`src/rtl/hack_ram_arbiter.sv`:
```
`default_nettype none
// ============================================================================
//  Module   : hack_ram_arbiter
//  Purpose  : Shares the single-port Hack data RAM between the CPU data port
//             (port 0) and a second master (port 1). Each access runs
//             IDLE -> ACCESS -> DONE with a one-cycle ack pulse in DONE.
//  Ports    : clk, rst (sync, active-low)
//             req0/1, we0/1, addr0/1, wdata0/1  - requester inputs
//             ack0/1, rdata0/1                  - requester responses
//             gnt                               - one-hot current owner
//             ram_addr, ram_din, ram_we         - registered RAM controls
//             ram_dout                          - RAM read data (comb.)
//  Config   : HACK_ARB_RR_EN defined   -> round-robin on contention
//             HACK_ARB_RR_EN undefined -> fixed priority, port 0 wins
//  Revision : 1.0 - initial release
// ============================================================================
module hack_ram_arbiter #(
  parameter int M  = 16,
  parameter int AW = 15
) (
  input  logic          clk,
  input  logic          rst,
  input  logic          req0,
  input  logic          req1,
  input  logic          we0,
  input  logic          we1,
  input  logic [AW-1:0] addr0,
  input  logic [AW-1:0] addr1,
  input  logic [M-1:0]  wdata0,
  input  logic [M-1:0]  wdata1,
  output logic          ack0,
  output logic          ack1,
  output logic [M-1:0]  rdata0,
  output logic [M-1:0]  rdata1,
  output logic [1:0]    gnt,
  output logic [AW-1:0] ram_addr,
  output logic [M-1:0]  ram_din,
  output logic          ram_we,
  input  logic [M-1:0]  ram_dout
);

  typedef enum logic [1:0] {
    IDLE   = 2'd0,
    ACCESS = 2'd1,
    DONE   = 2'd2
  } state_t;

  state_t        state, state_nxt;
  logic          last, last_nxt;
  logic [1:0]    gnt_nxt;
  logic [AW-1:0] addr_nxt;
  logic [M-1:0]  din_nxt;
  logic          we_nxt;
  logic          ack0_nxt, ack1_nxt;
  logic [M-1:0]  rdata0_nxt, rdata1_nxt;
  logic          pick1;

  // Winner selection: a lone requester always wins; on contention the
  // configured policy decides.
`ifdef HACK_ARB_RR_EN
  assign pick1 = req1 & (~req0 | ~last);
`else
  assign pick1 = req1 & ~req0;
`endif

  always_comb begin
    state_nxt  = state;
    last_nxt   = last;
    gnt_nxt    = gnt;
    addr_nxt   = ram_addr;
    din_nxt    = ram_din;
    we_nxt     = 1'b0;
    ack0_nxt   = 1'b0;
    ack1_nxt   = 1'b0;
    rdata0_nxt = rdata0;
    rdata1_nxt = rdata1;
    case (state)
      IDLE: begin
        if (req0 | req1) begin
          state_nxt = ACCESS;
          last_nxt  = pick1;
          gnt_nxt   = pick1 ? 2'b10 : 2'b01;
          addr_nxt  = pick1 ? addr1 : addr0;
          din_nxt   = pick1 ? wdata1 : wdata0;
          we_nxt    = pick1 ? we1 : we0;
        end
      end
      ACCESS: begin
        // RAM sees the registered controls this cycle; read data is
        // captured on the closing edge, writes leave rdata untouched.
        state_nxt = DONE;
        ack0_nxt  = gnt[0];
        ack1_nxt  = gnt[1];
        if (!ram_we) begin
          if (gnt[0]) rdata0_nxt = ram_dout;
          if (gnt[1]) rdata1_nxt = ram_dout;
        end
      end
      DONE: begin
        // Requests are ignored here so a held req becomes a fresh
        // transaction only in the following IDLE cycle.
        state_nxt = IDLE;
        gnt_nxt   = 2'b00;
      end
      default: begin
        state_nxt = IDLE;
        gnt_nxt   = 2'b00;
      end
    endcase
  end

  always_ff @(posedge clk) begin
    if (!rst) begin
      state    <= IDLE;
      last     <= 1'b1;
      gnt      <= 2'b00;
      ram_addr <= '0;
      ram_din  <= '0;
      ram_we   <= 1'b0;
      ack0     <= 1'b0;
      ack1     <= 1'b0;
      rdata0   <= '0;
      rdata1   <= '0;
    end else begin
      state    <= state_nxt;
      last     <= last_nxt;
      gnt      <= gnt_nxt;
      ram_addr <= addr_nxt;
      ram_din  <= din_nxt;
      ram_we   <= we_nxt;
      ack0     <= ack0_nxt;
      ack1     <= ack1_nxt;
      rdata0   <= rdata0_nxt;
      rdata1   <= rdata1_nxt;
    end
  end

endmodule
`default_nettype wire

```
`config.mk`:
```
export PLATFORM = sky130hd
export DESIGN_NAME = hack_ram_arbiter
export DESIGN_NICKNAME = d
export VERILOG_FILES = /design/src/rtl/hack_ram_arbiter.sv
export SDC_FILE = /design/constraint.sdc
export NUM_CORES = 1
export LEC_CHECK = 0
export ABC_AREA = 1
export BUFFER_PORTS_ARGS = -buffer_cell sky130_fd_sc_hd__buf_2
export CORE_ASPECT_RATIO = 1.25
export CORE_MARGIN = 2
export CORE_UTILIZATION = 47
export CTS_CLUSTER_SIZE = 20
export DETAILED_ROUTE_END_ITERATION = 10
export GPL_TIMING_DRIVEN = 0
export PLACE_DENSITY = 0.89
export SKIP_CTS_REPAIR_TIMING = 1
export SLEW_MARGIN = 20
export SYNTH_ARGS = -nofsm -noshare
export SYNTH_HDL_FRONTEND = slang
export SYNTH_SLANG_ARGS = --single-unit
```
`constraint.sdc`:
```
create_clock -name clk -period 1.5 [get_ports clk]
set_input_delay 0.3 -clock clk [delete_from_list [all_inputs] [get_ports clk]]
set_output_delay 0.3 -clock clk [all_outputs]
set_load 0.02 [all_outputs]
```
Word level (Yosys, flattened, before mapping)
Cells that the tools add are included.

word-level totals
  input port bits = 84
  output and inout port bits = 68
  word-level logic and storage cells = 31
  register bits = 70

operators by class
  bitwise operators = 5
  eq/ne operators = 2
  mux-type cells = 8
  reductions and logical operators = 7

operators with widths
  kind                  number
  $mux W16              1
  $mux W15              1
  $reduce_and A3 Y1     3
  $pmux W2 S2           2
  $mux W2               3
  $reduce_and A2 Y1     3
  $not A1 Y1            3
  $eq A2 B1 Y1 const B  1
  $logic_not A2 Y1      1
  $ne A2 B2 Y1 const B  1
  $and A1 B1 Y1         1
  $mux W1               1
  $or A1 B1 Y1          1

Depth between registers and ports, before layout
  depth in word-level cells = 5
  gate-level depth with buffers = 8
  depth with buffers taken out = 6

Worst setup path after synthesis
No wires, ideal clock.

  kind = register to register
  start = register gnt[0]
  end = register rdata0[10]
  clock period less this slack = 1.233 ns
  setup time = 0.113 ns
  arrival time = 1.120 ns
  setup slack = 0.267 ns
  buffers on the path = 1
  data required time = 1.387 ns
  cell stages (with the launch flop) = 7
  cells stage by stage = dfxtp_1 > inv_1 > nor2_2 > buf_2 > nand3_1 > nand2_1 > nor2_1

between the ends
  longest elaborated chain between the ends = 1

ends and longest elaborated chain
  element                      RTL line  RTL
  start, declared              35        output logic [1:0] gnt,
  start signal, assigned       127       gnt <= gnt_nxt;
  $reduce_and A3 Y1 (no line)  --
  end signal, assigned         133       rdata0 <= rdata0_nxt;
  end, declared                33        output logic [M-1:0] rdata0,

No other way between the ends.
A chain may end at the register's enable or synchronous reset.

Worst setup path after layout
  start = register gnt[1]
  end = register rdata1[5]

between the ends
  longest elaborated chain between the ends = 1

ends and longest elaborated chain
  element                      RTL line  RTL
  $reduce_and A3 Y1 (no line)  --
  end signal, assigned         134       rdata1 <= rdata1_nxt;
  end, declared                34        output logic [M-1:0] rdata1,

No other way between the ends.

==> out/summary.md <==
The flow ran to the end, and the final reports show no timing, DRC or antenna violations. The most common flop cell mapped by yosys is sky130_fd_sc_hd__dfxtp_1. The logs give 0 for the count of nets left with antenna violations after detail routing and 0.000580 V for the highest ir drop seen on vdd.

The run gives 132 as the initial detailed-routing violation count. The required time reported for the critical path endpoint was 1.73 ns; the post-route setup TNS was 0 ns. The worst clock skew was 0.00583 ns.

The mean instance size in the synthesized netlist came out at 6.24 um2. The critical path is of the reg2reg type. For this run, design rule violations remaining after detail routing come to 0. The routed layout has 3611 vias. The warning count from the yosys run was 0. Synthesis inferred 70 register bits. Global routing used 5.76% of the available met3 tracks. Dividing the detail-routed wire length by the instance count gives 11.0 um.

In the post-synthesis netlist, the biggest area contributors are sky130_fd_sc_hd__dfxtp_1, sky130_fd_sc_hd__nand2_1, sky130_fd_sc_hd__nor2_1. The initialized floorplan defines 34 standard-cell rows. The number of antenna violations at the first check in global routing was 0. The leading area contributor after synthesis is sky130_fd_sc_hd__dfxtp_1. For the setup violation total in the final timing report, the log shows 0. The tools report the netlist area before placement as 0.00329 mm2. In this run the tool buffered the top-level ports with 150 buffer cells.

Entering global routing, the biggest net connects 14 pins. The total power divided by cell area is 1130 mW/mm2. 0 antenna diodes ended up in the layout. In this run the worst path has a maximum fanout of 10.

The minimum clock period is 1.34 ns, and the critical path data arrival time is 1.58 ns. For this run, the share of the core covered by cells in the final layout is 63.8%. The met2 usage in global routing came out at 41.4%.

Counting flops with a built-in enable in the synthesized netlist gives 0. In this run the worst hold path is classified as in2reg. Across the run, the number of max-cap violations was 0.

The signal on the critical path passes through inv_1 -> nor2_2 -> buf_2 -> nand3_1 -> nand2_1 -> nor2_1. Clock latency on the worst-skew pair, taken at its later pin, is 0.34 ns. The logs give 635 for the count of fill cells added during filler insertion and 0 for the final global-route overflow total. In this run, distinct cell masters in the synthesized netlist total 18. The global routing stage identified its most utilized layer as met2. The starting utilization of the core area is 47.7%. The slowest stage of the critical path belongs to the cell sky130_fd_sc_hd__dfxtp_1.

TritonCTS built the clock tree. At the pin with the least slew margin, the transition time is 0.453 ns. The routed via count divided by cell count was 4.61; the final cell count without fillers was 783.

After layout, the worst path uses 89.7% of the clock period. The count of final max-slew check failures was 0; the number of H-tree branching levels was 3. Cell with the most instances after synthesis: sky130_fd_sc_hd__nand2_1. The delay of the slowest critical-path stage was 0.39 ns; the post-placement cell count was 767. Overall die width: 78.8 um. The post-synthesis sequential area ratio was 42.6%; the core outline area was 0.00689 mm2. Summed over all cells, the static leakage comes to 2.51 nW. The via count of the first global-routing pass is 3368.

The synthesized design devotes to its leading area cell type 42.6% of total area. The tools report the met1 capacity usage during global routing as 24.2%. Pin placement for this block handled 152 I/O pins. The post-synthesis cell count was 527; the fmax was 744 MHz.

The logs give 0 for the count of final hold-check violations and 6690 um for the total half-perimeter wirelength after legalization and detailed placement. For this design, the sink count on the clock tree is 70. The layout cell share with drive strength beyond 1 was 28.9%.

The number of clock buffers added by TritonCTS is 9. Clock tree synthesis selected as its root buffer the cell sky130_fd_sc_hd__clkbuf_8. Global routing consumed, over all layers together, 22.8% of the routing resources.

At the end of routability-driven placement, the weighted congestion stood at 0.822. The worst setup path is captured at a flip-flop. The area growth from synthesis to final layout is 33.7%. The critical path launch point type is a flip-flop.

Counting flops with an async set or reset pin after synthesis yields a share of 0%. Clock-pin slew was measured on the worst setup and hold paths at 0.08 ns. Setup repair after global routing left no endpoint under its margin. In this run the deepest clock path goes through 2 buffers. The setup slack of the most critical reg-to-reg path is 0.16 ns, and the first-pass detailed-route iteration total is 5. In the synthesized netlist, the cells that appear most often are sky130_fd_sc_hd__nand2_1, sky130_fd_sc_hd__nor2_1, sky130_fd_sc_hd__dfxtp_1, sky130_fd_sc_hd__nand3_1, sky130_fd_sc_hd__inv_1. The die covers 0.00769 mm2.

The floorplan step set the die height to 97.5 um. For the worst max-slew margin expressed relative to the limit, the log shows 69.8%. Synthesis produced a netlist with a net count of 611. The tools report the detailed-route wire length as 8600 um.

The logs give 14100 um for the first-pass GRT wire length and 772 for the number of nets at the end of the flow.
[cell families after synthesis]
| logic type | count (synthesis) | synth area share [%] |
|---|---|---|
| compound gates | 3 | 0.456 |
| simple gates | 366 | 45.4 |
| buf+inv | 88 | 11.5 |
| flops | 70 | 42.6 |
[stage by stage]
| stage | power [W] | instance area (um2) | setup slack, ns | hold WS [ns] |
|---|---|---|---|---|
| after floorplan | 0.00279 | 3290 | 0.267 | 0.443 |
| after global placement | 0.00312 | 4150 | 0.237 | 0.457 |
| after detailed placement | 0.00315 | 4150 | 0.183 | 0.466 |
| after CTS | 0.00502 | 4400 | 0.179 | 0.189 |
| after global routing | 0.00523 | 4400 | 0.0307 | 0.198 |
| final | 0.00499 | 4400 | 0.155 | 0.209 |
[routing by layer]
layer,part of all wire [%],vias up
li1,-,1893
met1,41,1558
met2,49,149
met3,8.5,11
met4,1.6,0
met5,0,-
[registers in the layout (all words and copies together) (netlist names)]
register and count:
ram_din 16, ram_we 1, ack1 1, ack0 1, gnt 2, rdata1 16
state 2, rdata0 16, ram_addr 15
[cells in the final DEF (no fill, tap or decap)]
cell type                   count
sky130_fd_sc_hd__a21oi_1        1
sky130_fd_sc_hd__buf_1          3
sky130_fd_sc_hd__buf_2        168
sky130_fd_sc_hd__buf_4          3
sky130_fd_sc_hd__buf_6          2
sky130_fd_sc_hd__bufinv_16      3
sky130_fd_sc_hd__clkbuf_1       4
sky130_fd_sc_hd__clkbuf_8       9
sky130_fd_sc_hd__clkinv_2       1
sky130_fd_sc_hd__clkinv_4       2
sky130_fd_sc_hd__dfxtp_1       70
sky130_fd_sc_hd__inv_1         55
sky130_fd_sc_hd__inv_2          3
sky130_fd_sc_hd__inv_6          1
sky130_fd_sc_hd__nand2_1      161
sky130_fd_sc_hd__nand2_2        3
sky130_fd_sc_hd__nand2_4        1
sky130_fd_sc_hd__nand3_1       66
sky130_fd_sc_hd__nor2_1       129
sky130_fd_sc_hd__nor2_2         2
sky130_fd_sc_hd__nor2_4         2
sky130_fd_sc_hd__nor3_1         2
sky130_fd_sc_hd__o21ai_0        2
[path summary, 6_finish.rpt]
path,end,cells after the start,startpoint
min,ram_we,3,we1
max reg2reg,rdata1[5],6,gnt[1]
min reg2reg,rdata1[12],2,rdata1[12]
max,rdata1[5],6,gnt[1]
[critical path: cells and delay by family, from the launching register on]
kind                   cells  cell delay [ns]
AND/OR/NAND/NOR            4             0.48
flip-flops                 1             0.39
buffers and inverters      2             0.36
[power breakdown]
part / total [W] / switching (W) / internal, W
Combinational: 0.00105 / 0.000660 / 0.000386
Sequential: 0.00207 / 0.0000728 / 0.00199
Clock: 0.00187 / 0.000760 / 0.00111
Total: 0.00499 / 0.00149 / 0.00349
[area by class of cell]
class                      instances  area [um2]  area share, %
inverter                          58         218           4.95
multi-input combinational        369        1510           34.3
clock buffer                       9         124           2.82
tap                               90         113           2.56
timing repair buffer             150         751           17.1
sequential                        70        1400           31.9
clock inverter                     7         121           2.76
buffer                            30         161           3.67
Power figures use the tool's default switching activity.
